## config.mk

```make
export PLATFORM = sky130hd
export DESIGN_NAME = count_sequencer
export DESIGN_NICKNAME = d
export VERILOG_FILES = /design/src/rtl/count_sequencer.sv
export SDC_FILE = /design/constraint.sdc
export NUM_CORES = 1
export LEC_CHECK = 0
export CAP_MARGIN = 10
export CORE_MARGIN = 2
export CORE_UTILIZATION = 53
export CTS_CLUSTER_DIAMETER = 120
export DETAILED_ROUTE_END_ITERATION = 12
export HOLD_SLACK_MARGIN = 0.15
export PLACE_DENSITY = 0.83
export SYNTH_ARGS = -nofsm -noshare
export SYNTH_HDL_FRONTEND = slang
export SYNTH_SLANG_ARGS = --single-unit
```

## constraint.sdc

```tcl
create_clock -name clk -period 3.16 [get_ports clk]
set_clock_uncertainty 0.2 [all_clocks]
set_input_delay 0.474 -clock clk [delete_from_list [all_inputs] [get_ports clk]]
set_output_delay 0.474 -clock clk [all_outputs]
set_load 0.1 [all_outputs]
```

## src/rtl/count_sequencer.sv

```systemverilog
// rtl/count_sequencer.sv - configurable up-counter sequencer with one-shot/auto-reload modes
module count_sequencer #(
    parameter int WIDTH = 4
) (
    input  logic             clk,
    input  logic             reset,
    input  logic             cfg_valid,
    output logic             cfg_ready,
    input  logic [WIDTH-1:0] cfg_limit,
    input  logic             cfg_reload,
    input  logic             start,
    input  logic             pause,
    input  logic             stop,
    output logic [WIDTH-1:0] q,
    output logic             busy,
    output logic             done,
    output logic [7:0]       wraps
);

    localparam logic [2:0] S_IDLE  = 3'd0;
    localparam logic [2:0] S_ARMED = 3'd1;
    localparam logic [2:0] S_RUN   = 3'd2;
    localparam logic [2:0] S_PAUSE = 3'd3;
    localparam logic [2:0] S_DONE  = 3'd4;

    logic [2:0]       state_q, state_d;
    logic [WIDTH-1:0] count_q, count_d;
    logic [WIDTH-1:0] limit_q, limit_d;
    logic             reload_q, reload_d;
    logic [7:0]       wraps_q, wraps_d;

    always_comb begin
        state_d  = state_q;
        count_d  = count_q;
        limit_d  = limit_q;
        reload_d = reload_q;
        wraps_d  = wraps_q;
        case (state_q)
            S_IDLE: begin
                if (cfg_valid) begin
                    limit_d  = cfg_limit;
                    reload_d = cfg_reload;
                    count_d  = '0;
                    wraps_d  = '0;
                    state_d  = S_ARMED;
                end
            end
            S_ARMED: begin
                if (stop)       state_d = S_IDLE;
                else if (start) state_d = S_RUN;
            end
            S_RUN: begin
                // stop outranks pause; the count is frozen in both cases
                if (stop) begin
                    state_d = S_IDLE;
                end else if (pause) begin
                    state_d = S_PAUSE;
                end else if (count_q != limit_q) begin
                    count_d = count_q + 1'b1;
                end else if (!reload_q) begin
                    state_d = S_DONE;
                end else begin
                    count_d = '0;
                    if (wraps_q != 8'hFF) wraps_d = wraps_q + 8'd1;
                end
            end
            S_PAUSE: begin
                // the exit cycle only returns to RUN; counting resumes after it
                if (stop)        state_d = S_IDLE;
                else if (!pause) state_d = S_RUN;
            end
            S_DONE: begin
                state_d = S_IDLE;
            end
            default: begin
                state_d = S_IDLE;
            end
        endcase
    end

    always_ff @(posedge clk or posedge reset) begin
        if (reset) begin
            state_q  <= S_IDLE;
            count_q  <= '0;
            limit_q  <= '0;
            reload_q <= 1'b0;
            wraps_q  <= '0;
        end else begin
            state_q  <= state_d;
            count_q  <= count_d;
            limit_q  <= limit_d;
            reload_q <= reload_d;
            wraps_q  <= wraps_d;
        end
    end

    assign cfg_ready = (state_q == S_IDLE);
    assign busy      = (state_q == S_ARMED) || (state_q == S_RUN) || (state_q == S_PAUSE);
    assign done      = (state_q == S_DONE);
    assign q         = count_q;
    assign wraps     = wraps_q;

endmodule

```

==> run_results.csv <==
group,metric,value,unit
synthesis,yosysTopAreaCell,"dfrtp_1",
clock_network,clock_path_buffers,2,
synthesis,synth-edff-count,0,
clock_network,cts.sinks,20,
grt,grt_max_degree,21,
floorplan,die_h,50.7,um
route,drc,0,
clock_network,ctsRootBufferMaster,"clkbuf_4",
floorplan,die_width,50.7,um
clock_network,ctsHoldBuffers,0,
grt,globalRouteTotalUtil,22.0,%
layout,fillers,159,
clock_network,cts_tree,"built",
floorplan,core_area,2000,um^2
grt,grt_pass1_wl,4.26,mm
clock_network,path_clk_slew,0.10,ns
sta,hold_ws,0.341,ns
synthesis,postSynthCellCount,121,
layout,num-nets-final,160,
sta,finalCritPeriodShare,78.5,%
placed_design,dp_slack,0.413,ns
setup_path,crit_path_end_kind,"register",
setup_path,cp.arrival,2.49,ns
layout,layout-drive-gt1-share,21.4,%
sta,finalCriticalPeriod,2.48,ns
layout,utilization,70.6,%
setup_path,crit_required,3.17,ns
synthesis,netlist_area,1160,um^2
placed_design,routabilityCongestion,0.780,
clock_network,cts_resized,0,
grt,grt_overflow,0,
route,wl_per_cell,14.0,um
synthesis,synth_top_area_share,43.2,%
route,ant_nets,0,
floorplan,initial_core_util,57.8,%
synthesis,syn_avg_cell_area,9.56,um^2
setup_path,critPathLaunchType,"input pin",
clock_network,clk_latency,0.29,ns
sta,rsz0062_at_grt,"no",
sta,fin_tns_setup,0,ns
placed_design,dp_hpwl,1.77,mm
power,ir_worst_vdd,0.000363,V
placed_design,portBuffers,25,
setup_path,crit_type,"input pin to register",
synthesis,synth_ff_type,"dfrtp_1",
synthesis,post-synth-top-count-cell,"dfrtp_1",
floorplan,num_rows,16,
route,firstDrtPassIters,4,
sta,worst_slew_pin_slew,0.745,ns
power,p_leak,0.000631,uW
power,power,670,uW
flow_run,max_cap_violations,0,
route,via_per_inst,5.87,
layout,areaGrowthSynthToFinish,22.2,%
route,drt-initial-drc-count,19,
synthesis,synth_nets,134,
synthesis,yosys-top-cells-count,"20 x dfrtp_1, 10 x o21ai_0, 9 x nand2_1",
clock_network,cts-buffers-inserted,3,
floorplan,dieArea,2570,um^2
synthesis,yosysWarnings,0,
sta,setup_slack,0.681,ns
sta,drv_slew,0,
clock_network,cts_setup_buffers,0,
status,status,"finished clean",
grt,antenna_found_initial,0,
layout,n_antenna_cell,0,
sta,max-slew-margin-rel,50.3,%
synthesis,synthDistinctLibCells,38,
synthesis,yosysSeqAreaShare,43.2,%
power,powerDensity,474,nW/um^2
hold_path,hold_class,"register to register",
layout,layout.area.seq,500,um^2
synthesis,synth_area_leaders,"dfrtp_1 43%, o21ai_0 4.3%, mux2_2 3.9%, nand3_1 3.5%, xor2_1 3.0%",
layout,multiInputGateArea,611,um^2
sta,clock.fmax,403,MHz
setup_path,cp_max_fo,11,
sta,hold_viol,0,
sta,setup_viol,0,
grt,grt_pass1_vias,949,
route,totalWireLength,2.41,mm
synthesis,async_reset_ff_share,100,%
floorplan,top_level_ports,26,
route,vias,1010,
clock_network,cts_max_level,1,
synthesis,ys_ff_latch,20,
## cell type report
cell class | count | share of cell area, %
multi-input combinational | 89 | 43.2
sequential | 20 | 35.4
timing repair buffer | 26 | 15.6
tap | 27 | 2.39
inverter | 7 | 1.86
clock buffer | 3 | 1.59
## layer usage
metal  part of all wire (%)  track usage (%)  vias up
met5                      0                0        -
met2                     44             33.8       34
met4                    1.5             9.91        0
met3                    5.6             2.98        4
li1                       -                -      503
met1                     49             30.8      469
## flip-flops by register name, summed over array words and instances, names as in the netlist
| register | cells |
|---|---|
| q | 4 |
| limit_q | 4 |
| reload_q | 1 |
| state_q | 3 |
| wraps | 8 |
## where the power goes
group	internal (uW)	total, uW	switching [uW]
Clock	44.4	118	73.5
Combinational	78.5	229	150
Sequential	286	323	37.4
Total	409	670	261
## cell families after synthesis
kind of cell             share of synthesized area (%)
multiplexers                                      4.76
AND/OR/NAND/NOR                                   21.2
flip-flops                                        43.2
AO/OA/AOI/OAI                                     20.4
buffers and inverters                             4.43
XOR/XNOR                                          3.78
adder cells (fa/ha/maj)                           2.16
## final timing paths
kind | start | endpoint | slack, ns | depth (start not counted)
setup / recovery | stop | wraps[1] | 0.68 | 6
hold / removal | limit_q[3] | limit_q[3] | 0.34 | 1
setup reg to reg | state_q[1] | wraps[1] | 0.69 | 5
hold reg to reg | limit_q[3] | limit_q[3] | 0.34 | 1
max in group asynchronous | reset | state_q[2] | 1.90 | 2
min in group asynchronous | reset | limit_q[2] | 0.39 | 2
## per-stage QoR
step / area (um^2) / instances
6_report: 1410 / 172
2_1_floorplan: 1160 / 121
4_1_cts: 1410 / 172
5_1_grt: 1410 / 172
3_3_place_gp: 1390 / 169
3_5_place_dp: 1390 / 169
## placed cells by master (no fill, tap or decap), types with 5 or more instances in the layout
| cell type | count |
|---|---|
| o21ai_0 | 10 |
| nor2_1 | 8 |
| nand3_1 | 8 |
| clkdlybuf4s50_1 | 10 |
| inv_1 | 7 |
| buf_4 | 16 |
| nand2_1 | 9 |
| and3_1 | 5 |
| dfrtp_1 | 20 |
## worst max-delay path, stage by stage
cell and delay [ns]:
clkdlybuf4s50_1 0.49, nor3b_2 0.23, o21ai_1 0.27, a41o_1 0.38, or3_1 0.42, o21ai_0 0.22
Note: power is estimated with default switching activity, not from simulation.
